### config.mk
export PLATFORM = sky130hd
export DESIGN_NAME = cc_line_deserializer_flat
export DESIGN_NICKNAME = d
export VERILOG_FILES = /design/src/rtl/cc_line_deserializer_if.sv /design/src/rtl/cc_line_deserializer.sv /design/src/flat_wrapper.sv
export SDC_FILE = /design/constraint.sdc
export NUM_CORES = 1
export LEC_CHECK = 0
export CAP_MARGIN = 20
export CORE_AREA = 2 2 248 250
export CTS_CLUSTER_SIZE = 14
export DETAILED_ROUTE_END_ITERATION = 8
export DIE_AREA = 0 0 250 252
export DONT_BUFFER_PORTS = 1
export GPL_ROUTABILITY_DRIVEN = 0
export PLACE_DENSITY = 0.59
export SLEW_MARGIN = 20
export SYNTH_ARGS = -nofsm -noshare
export SYNTH_HDL_FRONTEND = slang
export SYNTH_SLANG_ARGS = --single-unit
### constraint.sdc
create_clock -name clk -period 14.7 [get_ports clk]
set_input_delay 2.205 -clock clk [delete_from_list [all_inputs] [get_ports clk]]
set_output_delay 2.205 -clock clk [all_outputs]
set_load 0.1 [all_outputs]
### src/rtl/cc_line_deserializer_if.sv
// Bundle of request, R-beat and fill signals between the deserializer and its neighbours.
// The slave modport is the deserializer's view; master is the environment's view.
interface cc_line_deserializer_if #(
  parameter int DATA_WIDTH = 64,
  parameter int INFO_WIDTH = 26
);
  logic                    req_valid_i;
  logic                    req_ready_o;
  logic [2:0]              req_offset_i;
  logic [INFO_WIDTH-1:0]   req_info_i;
  logic [DATA_WIDTH-1:0]   in_rdata_i;
  logic                    in_rlast_i;
  logic                    in_rvalid_i;
  logic                    in_rready_o;
  logic                    fill_valid_o;
  logic                    fill_ready_i;
  logic [8*DATA_WIDTH-1:0] fill_data_o;
  logic [INFO_WIDTH-1:0]   fill_info_o;
  logic                    err_o;

  modport slave (
    input  req_valid_i, req_offset_i, req_info_i,
    input  in_rdata_i, in_rlast_i, in_rvalid_i,
    input  fill_ready_i,
    output req_ready_o, in_rready_o,
    output fill_valid_o, fill_data_o, fill_info_o, err_o
  );

  modport master (
    output req_valid_i, req_offset_i, req_info_i,
    output in_rdata_i, in_rlast_i, in_rvalid_i,
    output fill_ready_i,
    input  req_ready_o, in_rready_o,
    input  fill_valid_o, fill_data_o, fill_info_o, err_o
  );
endinterface

### src/rtl/cc_line_deserializer.sv
// Reassembles eight wrap-ordered R beats into one cache line paired with its miss request info.
// Optional burst-framing check on rlast is built only when CC_DESER_LAST_CHECK_EN is defined.
module cc_line_deserializer #(
  parameter int DATA_WIDTH = 64,
  parameter int INFO_WIDTH = 26
) (
  input logic                  clk,
  input logic                  rst,
  cc_line_deserializer_if.slave bus
);

  typedef enum logic [1:0] {
    S_IDLE    = 2'd0,
    S_COLLECT = 2'd1,
    S_HOLD    = 2'd2
  } state_t;

  state_t r_state;
  state_t w_state_next;

  logic [2:0]            r_q_offset [2];
  logic [INFO_WIDTH-1:0] r_q_info   [2];
  logic                  r_wr_ptr;
  logic                  r_rd_ptr;
  logic [1:0]            r_count;
  logic [2:0]            r_k;
  logic [DATA_WIDTH-1:0] r_words [8];

  logic       w_push;
  logic       w_pop;
  logic       w_beat_hs;
  logic [2:0] w_slot;
  logic       w_in_rready;
  logic       w_fill_valid;

  assign w_push    = bus.req_valid_i && (r_count != 2'd2);
  assign w_pop     = w_fill_valid && bus.fill_ready_i;
  assign w_beat_hs = w_in_rready && bus.in_rvalid_i;
  // Critical word first: beat k lands at the request's offset plus k, wrapping in the line.
  assign w_slot    = r_q_offset[r_rd_ptr] + r_k;

  // State register
  always_ff @(posedge clk) begin
    if (rst) begin
      r_state <= S_IDLE;
    end else begin
      r_state <= w_state_next;
    end
  end

  // Next-state logic
  always_comb begin
    w_state_next = r_state;
    case (r_state)
      S_IDLE: begin
        if (r_count != 2'd0) begin
          w_state_next = S_COLLECT;
        end
      end
      S_COLLECT: begin
        if (w_beat_hs && (r_k == 3'd7)) begin
          w_state_next = S_HOLD;
        end
      end
      S_HOLD: begin
        // A push in the same cycle as the pop still leaves work queued.
        if (w_pop) begin
          w_state_next = ((r_count > 2'd1) || w_push) ? S_COLLECT : S_IDLE;
        end
      end
      default: w_state_next = S_IDLE;
    endcase
  end

  // Output logic
  always_comb begin
    w_in_rready  = 1'b0;
    w_fill_valid = 1'b0;
    case (r_state)
      S_COLLECT: w_in_rready  = 1'b1;
      S_HOLD:    w_fill_valid = 1'b1;
      default: begin
        w_in_rready  = 1'b0;
        w_fill_valid = 1'b0;
      end
    endcase
  end

  always_ff @(posedge clk) begin
    if (rst) begin
      r_wr_ptr <= 1'b0;
      r_rd_ptr <= 1'b0;
      r_count  <= 2'd0;
    end else begin
      if (w_push) begin
        r_wr_ptr <= ~r_wr_ptr;
      end
      if (w_pop) begin
        r_rd_ptr <= ~r_rd_ptr;
      end
      r_count <= r_count + {1'b0, w_push} - {1'b0, w_pop};
    end
  end

  generate
    for (genvar gi = 0; gi < 2; gi++) begin : g_queue
      always_ff @(posedge clk) begin
        if (rst) begin
          r_q_offset[gi] <= 3'd0;
          r_q_info[gi]   <= '0;
        end else if (w_push && (r_wr_ptr == 1'(gi))) begin
          r_q_offset[gi] <= bus.req_offset_i;
          r_q_info[gi]   <= bus.req_info_i;
        end
      end
    end
  endgenerate

  always_ff @(posedge clk) begin
    if (rst) begin
      r_k <= 3'd0;
    end else if (r_state == S_IDLE) begin
      r_k <= 3'd0;
    end else if (w_beat_hs) begin
      r_k <= r_k + 3'd1;
    end
  end

  // Every slot is rewritten each burst, so the buffer is never cleared between lines.
  generate
    for (genvar gi = 0; gi < 8; gi++) begin : g_line
      always_ff @(posedge clk) begin
        if (rst) begin
          r_words[gi] <= '0;
        end else if (w_beat_hs && (w_slot == 3'(gi))) begin
          r_words[gi] <= bus.in_rdata_i;
        end
      end
      assign bus.fill_data_o[gi*DATA_WIDTH +: DATA_WIDTH] = r_words[gi];
    end
  endgenerate

`ifdef CC_DESER_LAST_CHECK_EN
  logic r_err;

  // rlast must coincide exactly with the eighth beat; completion still follows k alone.
  always_ff @(posedge clk) begin
    if (rst) begin
      r_err <= 1'b0;
    end else if (w_beat_hs && (bus.in_rlast_i != (r_k == 3'd7))) begin
      r_err <= 1'b1;
    end
  end

  assign bus.err_o = r_err;
`else
  assign bus.err_o = 1'b0;
`endif

  assign bus.req_ready_o  = (r_count != 2'd2);
  assign bus.in_rready_o  = w_in_rready;
  assign bus.fill_valid_o = w_fill_valid;
  assign bus.fill_info_o  = r_q_info[r_rd_ptr];

endmodule
### src/flat_wrapper.sv
// flat-port wrapper written by rule: the top's interface ports become plain ports
module cc_line_deserializer_flat 
#(
  parameter int DATA_WIDTH = 64,
  parameter int INFO_WIDTH = 26
)
  (clk, rst, bus_req_valid_i, bus_req_offset_i, bus_req_info_i, bus_in_rdata_i, bus_in_rlast_i, bus_in_rvalid_i, bus_fill_ready_i, bus_req_ready_o, bus_in_rready_o, bus_fill_valid_o, bus_fill_data_o, bus_fill_info_o, bus_err_o);
  cc_line_deserializer_if #(.DATA_WIDTH(DATA_WIDTH), .INFO_WIDTH(INFO_WIDTH)) bus_i ();
  input logic clk;
  input logic rst;
  input wire logic [$bits(bus_i.req_valid_i)-1:0] bus_req_valid_i;
  input wire logic [$bits(bus_i.req_offset_i)-1:0] bus_req_offset_i;
  input wire logic [$bits(bus_i.req_info_i)-1:0] bus_req_info_i;
  input wire logic [$bits(bus_i.in_rdata_i)-1:0] bus_in_rdata_i;
  input wire logic [$bits(bus_i.in_rlast_i)-1:0] bus_in_rlast_i;
  input wire logic [$bits(bus_i.in_rvalid_i)-1:0] bus_in_rvalid_i;
  input wire logic [$bits(bus_i.fill_ready_i)-1:0] bus_fill_ready_i;
  output wire logic [$bits(bus_i.req_ready_o)-1:0] bus_req_ready_o;
  output wire logic [$bits(bus_i.in_rready_o)-1:0] bus_in_rready_o;
  output wire logic [$bits(bus_i.fill_valid_o)-1:0] bus_fill_valid_o;
  output wire logic [$bits(bus_i.fill_data_o)-1:0] bus_fill_data_o;
  output wire logic [$bits(bus_i.fill_info_o)-1:0] bus_fill_info_o;
  output wire logic [$bits(bus_i.err_o)-1:0] bus_err_o;
  assign bus_i.req_valid_i = bus_req_valid_i;
  assign bus_i.req_offset_i = bus_req_offset_i;
  assign bus_i.req_info_i = bus_req_info_i;
  assign bus_i.in_rdata_i = bus_in_rdata_i;
  assign bus_i.in_rlast_i = bus_in_rlast_i;
  assign bus_i.in_rvalid_i = bus_in_rvalid_i;
  assign bus_i.fill_ready_i = bus_fill_ready_i;
  assign bus_req_ready_o = bus_i.req_ready_o;
  assign bus_in_rready_o = bus_i.in_rready_o;
  assign bus_fill_valid_o = bus_i.fill_valid_o;
  assign bus_fill_data_o = bus_i.fill_data_o;
  assign bus_fill_info_o = bus_i.fill_info_o;
  assign bus_err_o = bus_i.err_o;
  cc_line_deserializer #(.DATA_WIDTH(DATA_WIDTH), .INFO_WIDTH(INFO_WIDTH)) u_core (.clk(clk), .rst(rst), .bus(bus_i));
endmodule
==> reports/qor.csv <==
metric;value;unit
status;completed;
hold_viol;0;
vias;12670;
power;4.139;mW
firstDrtPassIters;5;
grt_max_degree;104;
core_area;60130;sq um
routedWlPerCell;31.37;um
yosysMostFrequentCell;edfxtp_1;
synth_area_per_cell;14.89;sq um
dieHeight;252;um
hold_class;flip-flop to flip-flop;
design_area;24840;sq um
switching_share;33.17;%
arrival;5.58;ns
grt_pass1_wl;98.39;mm
netlist_instances;1508;
hold_path_end;u_core.r_k[1];
clock_latency;0.63;ns
synthToLayoutAreaGrowth;10.61;%
htreeDepth;2;
cts.sinks;580;
timing.final.crit_share;36.26;%
synth_nets;1613;
vdd_drop_max;0.1001;mV
cts_buffers;58;
hold_buffers;0;
intPower;2.766;mW
die_w;250;um
die_area;63000;sq um
ys_ff_latch;580;
yosys.area.top_type;edfxtp_1;
fill_cells;5460;
hold_depth;2;
synthTopCellsByCount;570 x edfxtp_1, 477 x nor3_1, 85 x clkbuf_1, 73 x buf_1, 66 x nand2b_1;
clkPwrFrac;35.5;%
synth_edf_count;570;
p_per_area;166.6;nW/um^2
initial_utilization;37.35;%
cp_max_fo;57;
clkTransAtPathRegs;0.06;ns
drv_slew;0;
post-dp-hpwl;44.67;mm
io_buffers;0;
grt_overflow;0;
fmax;187.6;MHz
crit_required;14.95;ns
final_layout_size_suffix_gt1_share;13.07;%
start_kind;flip-flop;
async_flop_share;0;%
seqPwrFrac;58.2;%
placed_cells;2122;
reg2reg_slack;9.37;ns
worstMarginPinSlew;1.149;ns
setup_viol;0;
reg2reg_to;u_core.r_words[0][10];
rsz0062_at_grt;no;
final_nets;1506;
reg2regPathDepth;11;
grt_pass1_vias;12510;
p_comb_share;6.3;%
min_from;u_core.r_k[1];
p_sw;1.373;mW
clock_path_buffers;3;
ys_warn_count;0;
synth-main-ff-cell;edfxtp_1;
syn_area;22460;sq um
fin_setup_tns;0;ns
pin_count;641;
seq_area_frac_synth;77.11;%
leakage;7.856;nW
finalWorstSetupSlack;9.370;ns
finalWorstPathRequiredPeriod;5.330;ns
cts-resized-gates;0;
place_ws;8.808;ns
netlist_top_cells_area;edfxtp_1 76%, nor3_1 11%, nand2b_1 1.8%;
finalNonFillerCells;2230;
viasPerCell;5.680;
rows;90;
track_usage;21.55;%
synth_top_area_share;76.22;%
drtAntennaViolNets;0;
maxCapViolCount;0;
slew_headroom;23.07;%
drtIter0Drc;1312;
wirelength;69.96;mm
cp-end-kind;flip-flop;
clock_skew;0.02510;ns
antenna_found_initial;8;
ys_types;33;
path_class;flip-flop to flip-flop;
root_buffer;clkbuf_16;
post-cts-setup-buffers;0;
tritoncts;done;
drc;0;
dpl-instance-area;22940;sq um
routing by layer:
layer  wire [um]  up-vias  track usage [%]  share of wire [%]
met1       25460     6276            26.50                 36
li1            -     5381                -                  -
met5          49        -                0              0.070
met2       33790      850            34.61                 48
met4        2868        8            8.965                4.1
met3        7786      151            7.665                 11
layout make-up:
cell class / count / area, sq um / share of cell area (%)
Antenna cell: 2 / 5.005 / 0.02015
Clock buffer: 74 / 1541 / 6.205
Clock inverter: 31 / 322.8 / 1.299
Inverter: 9 / 33.78 / 0.1360
Multi-Input combinational cell: 722 / 4394 / 17.69
Sequential cell: 580 / 17320 / 69.71
Tap cell: 782 / 978.4 / 3.939
Timing Repair Buffer: 30 / 249.0 / 1.002
through the flow:
step / util (%) / hold slack [ns]
3_3_place_gp: 38.15 / 0.4909
6_report: 41.31 / 0.5094
2_1_floorplan: - / 0.4661
3_5_place_dp: 38.15 / 0.4960
5_1_grt: 41.31 / 0.5325
4_1_cts: 41.25 / 0.5042
how the worst max path moves through the flow:
| stage | startpoint | end | slack, ns | depth (start not counted) |
|---|---|---|---|---|
| detailed placement | flip-flop | u_core.r_words[0][10] | 8.81 | 11 |
| CTS | flip-flop | u_core.r_words[0][5] | 8.80 | 11 |
| floorplan | bus_in_rvalid_i | u_core.r_words[1][128] | 8.00 | 7 |
| finish | flip-flop | u_core.r_words[0][10] | 9.37 | 11 |
| global placement | flip-flop | u_core.r_words[0][10] | 8.85 | 11 |
| global route | flip-flop | u_core.r_words[0][61] | 9.06 | 11 |
kinds of logic (layout without fill, tap and decap cells):
logic type / after synthesis / after routing / share of synthesized area [%]
fa+ha+maj: 6 / 6 / 0.3677
mux: 29 / 29 / 1.443
compound gates: 21 / 21 / 0.6017
simple gates: 660 / 660 / 16.28
other cells: 1 / 3 / 0.01670
buf+inv: 206 / 144 / 3.989
xor+xnor: 5 / 5 / 0.1950
flops: 580 / 580 / 77.11
worst max-delay path, stage by stage, from the launching register on:
cell and delay (ns):
dfxtp_1 0.30, buf_4 0.37, mux2_2 0.40, ha_1 0.18, inv_1 0.06, fa_1 0.17, xor2_1 0.50, xor2_4 0.83
buf_4 0.68, buf_4 0.55, o21bai_4 0.33, buf_4 0.44
state kept, by name (all words and copies together) (netlist names), named ones only:
signal             cells
u_core.r_q_info       52
u_core.r_count         2
u_core.r_wr_ptr        1
u_core.r_q_offset      6
u_core.r_state         2
u_core.r_k             3
u_core.r_words       512
u_core.r_rd_ptr        1
power groups by stage:
stage	clock network [mW]	registers, mW	logic [mW]
6_report	1.47	2.41	0.262
5_1_grt	1.55	2.41	0.278
4_1_cts	1.48	2.41	0.263
3_5_place_dp	0	2.44	0.263
3_3_place_gp	0	2.44	0.260
2_1_floorplan	0	2.42	0.193
cells in the final DEF (no fill, tap or decap), drive strengths merged:
master    instances
bufinv            5
and2             59
xor2              3
o21ai             5
nor4              2
a21o              1
edfxtp          570
a21oi             5
xnor2             2
ha                5
a2bb2oi           1
dfxtp            10
buf              30
nand2             2
conb              1
or3b              1
o311ai            1
nor3            513
nand2b           66
and3b             2
clkbuf           74
clkinvlp          2
nor2              5
mux2i             2
fa                1
inv              14
clkinv           19
diode             2
nand3             3
nor2b             5
mux2             27
o21bai            8
nand3b            2
No activity file was read; power rests on OpenSTA's default activity.
